===== src/rtl/i2s_sample_fifo.sv =====
// ---------------------------------------------------------------------------
// i2s_sample_fifo
//
// Stereo sample buffer in front of the I2S transmitter. The host or DMA side
// writes packed {left, right} words through a valid/ready handshake. The
// transmitter reads them first-word-fall-through on out_data/out_valid/
// out_ready. Fill level, a low-water warning and a sticky underrun flag are
// provided so software can keep the stream fed.
//
// Optional feature (macro I2S_FIFO_ZERO_FILL_EN): while streaming (RUN) and
// empty, the FIFO offers a zero (silence) word with out_valid=1. That word
// is consumed without moving the pointers or the level.
//
// Ports:
//   clk           single rising-edge clock, shared with the transmitter
//   rst_n         asynchronous active-low reset
//   clear         synchronous flush: empties FIFO, clears underrun, -> IDLE
//   wr_data       stereo sample {left, right}, left in the upper half
//   wr_valid      write request
//   wr_ready      FIFO can accept (= !full)
//   out_data      head-of-FIFO sample (0 while empty)
//   out_valid     out_data valid
//   out_ready     consumer ready
//   level         number of stored words, 0..2**DEPTH_LOG2
//   low_water     level <= LOW_WATER
//   underrun      sticky underrun flag
//   underrun_clr  write-1 pulse clearing underrun
// ---------------------------------------------------------------------------
module i2s_sample_fifo #(
  parameter int WORD_LENGTH = 16,
  parameter int DEPTH_LOG2  = 3,
  parameter int LOW_WATER   = 2
) (
  input  logic                       clk,
  input  logic                       rst_n,
  input  logic                       clear,
  input  logic [2*WORD_LENGTH-1:0]   wr_data,
  input  logic                       wr_valid,
  output logic                       wr_ready,
  output logic [2*WORD_LENGTH-1:0]   out_data,
  output logic                       out_valid,
  input  logic                       out_ready,
  output logic [DEPTH_LOG2:0]        level,
  output logic                       low_water,
  output logic                       underrun,
  input  logic                       underrun_clr
);

  localparam int                  DEPTH   = 1 << DEPTH_LOG2;
  localparam logic [DEPTH_LOG2:0] DEPTH_L = (DEPTH_LOG2+1)'(DEPTH);

  typedef enum logic {IDLE, RUN} state_t;

  logic [2*WORD_LENGTH-1:0] mem [DEPTH];
  logic [DEPTH_LOG2-1:0]    wr_ptr;
  logic [DEPTH_LOG2-1:0]    rd_ptr;
  state_t                   state;
  state_t                   state_nxt;

  logic full;
  logic empty;
  logic push;
  logic pop;
  logic underrun_set;

  assign full  = (level == DEPTH_L);
  assign empty = (level == '0);

  assign wr_ready  = !full;
  assign low_water = (int'(level) <= LOW_WATER);

`ifdef I2S_FIFO_ZERO_FILL_EN
  // Silence is offered only once streaming has started.
  assign out_valid = !empty || (state == RUN);
`else
  assign out_valid = !empty;
`endif
  assign out_data = empty ? '0 : mem[rd_ptr];

  // clear overrides both sides of the FIFO in the same cycle.
  assign push = wr_valid && wr_ready && !clear;
  // Only a real word moves pointers; a zero-fill transfer is not a pop.
  assign pop  = out_valid && out_ready && !empty && !clear;

  // The consumer asking for data while empty is an underrun once streaming.
  // With zero fill this is exactly the zero-word transfer condition.
  assign underrun_set = (state == RUN) && out_ready && empty;

  always_comb begin
    state_nxt = state;
    if (clear)
      state_nxt = IDLE;
    else if (state == IDLE && pop)
      state_nxt = RUN;
  end

  always_ff @(posedge clk or negedge rst_n) begin
    if (!rst_n) begin
      state    <= IDLE;
      wr_ptr   <= '0;
      rd_ptr   <= '0;
      level    <= '0;
      underrun <= 1'b0;
    end else begin
      state <= state_nxt;
      if (clear) begin
        wr_ptr   <= '0;
        rd_ptr   <= '0;
        level    <= '0;
        underrun <= 1'b0;
      end else begin
        if (push)
          wr_ptr <= wr_ptr + DEPTH_LOG2'(1);
        if (pop)
          rd_ptr <= rd_ptr + DEPTH_LOG2'(1);
        if (push && !pop)
          level <= level + (DEPTH_LOG2+1)'(1);
        else if (pop && !push)
          level <= level - (DEPTH_LOG2+1)'(1);
        // A new underrun beats a simultaneous clear pulse.
        if (underrun_set)
          underrun <= 1'b1;
        else if (underrun_clr)
          underrun <= 1'b0;
      end
    end
  end

  // Storage is data only; it is never reset.
  always_ff @(posedge clk) begin
    if (push)
      mem[wr_ptr] <= wr_data;
  end

endmodule


===== config.mk =====
export PLATFORM = sky130hd
export DESIGN_NAME = i2s_sample_fifo
export DESIGN_NICKNAME = d
export VERILOG_FILES = /design/src/rtl/i2s_sample_fifo.sv
export SDC_FILE = /design/constraint.sdc
export NUM_CORES = 1
export LEC_CHECK = 0
export CAP_MARGIN = 20
export CORE_MARGIN = 4
export CORE_UTILIZATION = 62
export CTS_CLUSTER_DIAMETER = 150
export DETAILED_ROUTE_END_ITERATION = 8
export GPL_TIMING_DRIVEN = 0
export HOLD_SLACK_MARGIN = 0.06
export PLACE_DENSITY_LB_ADDON = 0.25
export REMOVE_ABC_BUFFERS = 1
export SLEW_MARGIN = 10
export SYNTH_ARGS = -nofsm -noshare
export SYNTH_HDL_FRONTEND = slang
export SYNTH_SLANG_ARGS = --single-unit

===== constraint.sdc =====
create_clock -name clk -period 8 [get_ports clk]
set_input_delay 1.6 -clock clk [delete_from_list [all_inputs] [get_ports clk]]
set_output_delay 1.6 -clock clk [all_outputs]
set_load 0.03 [all_outputs]

=== Word level (Yosys, flattened, before mapping) ===
Memories as Yosys holds them, arrays and structs flattened.
Index checks and enable logic that the tools add are counted.

* Register bits after elaboration: 12
* RAM bits: 256
* Output and inout port bits: 40
* Memories: 1

{| class="wikitable"
|+ Memories
! name !! words !! bits a word !! rd ports !! clocked after Yosys merged registers in !! wr ports !! RTL line !! text
|-
| mem || 8 || 32 || 1 || 0 || 1 || 54 || <nowiki>logic [2*WORD_LENGTH-1:0] mem [DEPTH];</nowiki>
|}

* Reduce and logical (&&, ||, !) cells: 21
* Muxes and demuxes: 15
* Magnitude comparators: 1
* Bitwise gates (word level): 1
* Equal/unequal tests: 1
* $add $sub $neg: 4

{| class="wikitable"
|+ Operators with widths
! cell !! number
|-
| $mux W32 || 1
|-
| $mux W3 || 4
|-
| $mux W4 || 3
|-
| $logic_and A1 B1 Y1 || 10
|-
| $mux W1 || 7
|-
| $add A3 B1 Y3 const B || 2
|-
| $reduce_bool A2 Y1 || 3
|-
| $reduce_bool A3 Y1 || 2
|-
| $logic_not A1 Y1 || 5
|-
| $add A4 B1 Y4 const B || 1
|-
| $eq A4 B4 Y1 const B || 1
|-
| $le A4 B2 Y1 const B || 1
|-
| $logic_not A4 Y1 || 1
|-
| $sub A4 B1 Y4 const B || 1
|-
| $not A1 Y1 || 1
|}

=== Depth between registers and ports, before layout ===
* Word-level depth: 9
* Mapped depth: 9
* Depth with buffers taken out: 8

=== Worst setup path before layout ===
No wires, ideal clock.

* Path type: in2reg
* From: in wr_valid
* To: mem mem[0][0] (netlist name) (enable)
* Slack: 3277 ps
* Arrival time: 4262 ps
* Data required time: 7539 ps
* Stages: 4
* Library setup time: 461 ps
* Buffers on the path: 0
* Cells stage by stage: inv_1 -> nor3_1 -> nand2b_1 -> nor3_1

* Cells in the longest elaborated chain, start to end: 4

{| class="wikitable"
|+ Ends and longest elaborated chain
! item !! RTL line !! text
|-
| from (decl) || 38 || <nowiki>input logic wr_valid,</nowiki>
|-
| $logic_and A1 B1 Y1 (2 in a row) || 81 || <nowiki>assign push = wr_valid && wr_ready && !clear;</nowiki>
|-
| $mux W1 || 131 || <nowiki>if (push)</nowiki>
|-
| $mux W1 (implied by the code) || 132 || <nowiki>mem[wr_ptr] <= wr_data;</nowiki>
|-
| to (decl) || 54 ||
|}

Every way passes these cells.

=== Final worst setup path ===
* From: reg rd_ptr[0]
* To: out out_data[23]

* Cells in the longest elaborated chain, start to end: 2

{| class="wikitable"
|+ Ends and longest elaborated chain
! item !! RTL line !! text
|-
| from (decl) || 56 || <nowiki>logic [DEPTH_LOG2-1:0] rd_ptr;</nowiki>
|-
| from (signal assigned) || 115 || <nowiki>rd_ptr <= rd_ptr + DEPTH_LOG2'(1);</nowiki>
|-
| $mem_v2 Z8 W32 || n/a ||
|-
| $mux W32 || 78 || <nowiki>assign out_data = empty ? '0 : mem[rd_ptr];</nowiki>
|-
| to (decl) || 40 || <nowiki>output logic [2*WORD_LENGTH-1:0] out_data,</nowiki>
|}

Every way passes these cells.

==> results.json <==
{
  "dr_wl_met2_um": 10800,
  "synth_area_leaders": "edfxtp_1 (74%), mux4_2 (14%), mux2i_1 (3.3%)",
  "register_area_um2": 8000,
  "syn_inst": 490,
  "ys_ff_latch": 268,
  "grtUsageTotal_pct": 22.1,
  "drc": 0,
  "slew_headroom_pct": 44.7,
  "p_leak_uw": 0.00399,
  "fin_nets": 633,
  "ir_drop_mv": 0.244,
  "rows": 47,
  "slew_violations": 0,
  "max_freq_mhz": 203,
  "ctsHoldBuffers": 0,
  "fin_skew_ns": 0.0162,
  "crit_fanout": 40,
  "timing.setup.tns_ns": 0,
  "p_clk_share_pct": 28.4,
  "synth_top_area_share_pct": 73.5,
  "vias": 5036,
  "syn_area_um2": 10500,
  "dr_wl_met3_um": 1050,
  "diodes": 0,
  "cellInternalPower_uw": 2920,
  "outcome": "finished, final reports clean",
  "finalCriticalPeriod_ns": 4.92,
  "area_growth_pct": 21.0,
  "fillerInstances": 909,
  "hold_path.class": "register to register",
  "synth_most_common_cell": "edfxtp_1",
  "rsz0062_at_grt": "no",
  "setup_viol": 0,
  "die_h_um": 138,
  "dpl_cell_area_um2": 11800,
  "grt_max_degree": 55,
  "firstDrtPassIters": 4,
  "synth.distinct_cells": 33,
  "cp.required_ns": 6.40,
  "synthFlopType": "edfxtp_1",
  "grt_pass1_wl_um": 30600,
  "async_reset_ff_share_pct": 4.48,
  "die_area_um2": 19000,
  "worstMarginPinSlew_ns": 0.830,
  "fp.dieW_um": 138,
  "cts_tree": "done",
  "critPathLaunchType": "register",
  "hpwlAfterDp_um": 12300,
  "yosys-top-cells-count": "edfxtp_1 (256), mux4_2 (64), nor2_1 (49), mux2i_1 (34), dfrtp_1 (12)",
  "layout-drive-gt1-share_pct": 23.4,
  "cts.sinks": 268,
  "endpoint_kind": "primary output",
  "synth_top_cell_by_area": "edfxtp_1",
  "grt_pass1_vias": 5461,
  "p_seq_share_pct": 40.7,
  "critPathKind": "register to primary output",
  "overflow": 0,
  "wl_per_cell_um": 24.2,
  "place.gp.congestion": 0.786,
  "start_util_pct": 63.1,
  "cts_resized": 0,
  "cts.htree.levels": 1,
  "multiInputGateArea_um2": 2400,
  "clk_latency_ns": 0.53,
  "vias_per_cell": 6.07,
  "synth_edf_count": 256,
  "drt_iter0_drc": 316,
  "core_area_um2": 16600,
  "finalCritPeriodShare_pct": 61.5,
  "cts_buffer_depth": 3,
  "synth.yosys.seq_area_share_pct": 76.4,
  "postCtsSetupBuffers": 0,
  "cts_root_buffer": "clkbuf_16",
  "top_layer_used": "met5",
  "wl_met1_um": 7890,
  "synth_warnings": 0,
  "final_cell_area_um2": 12700,
  "syn_avg_cell_area_um2": 21.3,
  "switching_share_pct": 30.4,
  "cp.arrival_ns": 3.32,
  "cts.clk_slew.worst_paths_ns": 0.06,
  "p_comb_share_pct": 30.9,
  "cts_buffers": 26,
  "p_sw_uw": 1270,
  "wirelength_um": 20100,
  "io_pins": 78,
  "numPortBuffers": 77,
  "ant_nets": 0,
  "antenna_found_initial": 1,
  "hold_viol": 0,
  "power.density_nw_per_um2": 332,
  "maxCapViolCount": 0
}
## metal layers
layer	vias up	GRT usage, %
li1	2219	-
met1	2632	29.3
met2	154	38.4
met3	29	3.48
met4	2	6.53
met5	-	0
## cell usage in the layout, fill, tap and decap left out, types with 2 or more instances in the layout
master,n
nor3_2,2
nor2_4,6
xnor2_1,3
buf_16,4
nand2_1,5
buf_6,10
nand3_1,2
dfrtp_4,2
clkdlybuf4s50_1,77
mux4_2,64
dfrtp_1,9
buf_12,5
ha_1,4
nor3_1,3
clkbuf_16,26
clkinvlp_4,4
a21o_1,2
inv_1,6
clkinv_2,5
mux2i_1,34
nor2_1,43
xor2_1,3
bufinv_16,3
clkinv_1,6
clkbuf_1,2
a211oi_1,2
nand2b_1,4
edfxtp_1,256
## metrics by stage
stage	setup slack (ns)	util, %	instances	power [µW]	hold WS [ns]
final	3.08	76.3	830	4200	0.512
after global routing	2.87	76.3	830	4380	0.569
after CTS	2.99	76.3	830	4240	0.522
after detailed placement	3.37	71.2	782	3050	0.508
after global placement	0.305	68.7	762	3010	0.486
after floorplan	2.78	-	465	2550	0.467
## path summary, 6_finish.rpt
| path | slack [ns] | end | from | depth (start not counted) |
|---|---|---|---|---|
| min reg2reg | 0.51 | underrun$_DFFE_PN0P_ | underrun$_DFFE_PN0P_ | 2 |
| min | 0.51 | underrun$_DFFE_PN0P_ | underrun$_DFFE_PN0P_ | 2 |
| max | 3.08 | out_data[23] | rd_ptr[0]$_DFFE_PN0P_ | 5 |
| max reg2reg | 5.13 | mem[1][3]$_DFFE_PP_ | level[1]$_DFFE_PN0P_ | 8 |
| max in group asynchronous | 6.07 | rd_ptr[0]$_DFFE_PN0P_ | rst_n | 1 |
| min in group asynchronous | 1.47 | level[2]$_DFFE_PN0P_ | rst_n | 1 |
## cells by family (layout without fill, tap and decap cells)
| kind of cell | after synthesis | in the layout | share of synthesized area, % |
|---|---|---|---|
| DFF | 268 | 268 | 76.4 |
| muxes | 99 | 99 | 17.1 |
| and+or+nand+nor | 67 | 67 | 2.86 |
| buffers and inverters | 32 | 152 | 1.27 |
| AOI/OAI and AO/OA | 13 | 13 | 1.16 |
| xor gates and xnor gates | 6 | 6 | 0.503 |
| adders and majority gates | 5 | 5 | 0.670 |
## cell type report
| class | count | share of cell area, % |
|---|---|---|
| clock buffers | 28 | 5.20 |
| flip-flops and latches | 268 | 63.2 |
| multi-input cells | 190 | 19.0 |
| clock inverters | 20 | 1.52 |
| repair buffers | 97 | 8.76 |
| inverters | 7 | 0.208 |
| well taps | 220 | 2.17 |
## worst max-delay path: stages (launching register included)
cell	delay (ns)
dfrtp_4	0.97
buf_12	0.32
mux4_2	0.57
mux2i_1	0.19
nor2_1	0.10
clkdlybuf4s50_1	0.60
## power by group through the flow
| stage | combinational (µW) | clock, µW | sequential [µW] |
|---|---|---|---|
| global placement | 1210 | 0 | 1810 |
| detailed placement | 1310 | 0 | 1740 |
| global route | 1380 | 1280 | 1720 |
| CTS | 1320 | 1210 | 1710 |
| finish | 1300 | 1190 | 1710 |
| floorplan | 783 | 0 | 1770 |
## state kept, by name (all words and copies together) (netlist names)
signal	cells
mem	256
level	4
rd_ptr	3
wr_ptr	3
state	1
underrun	1
No activity file was read; power rests on OpenSTA's default activity.
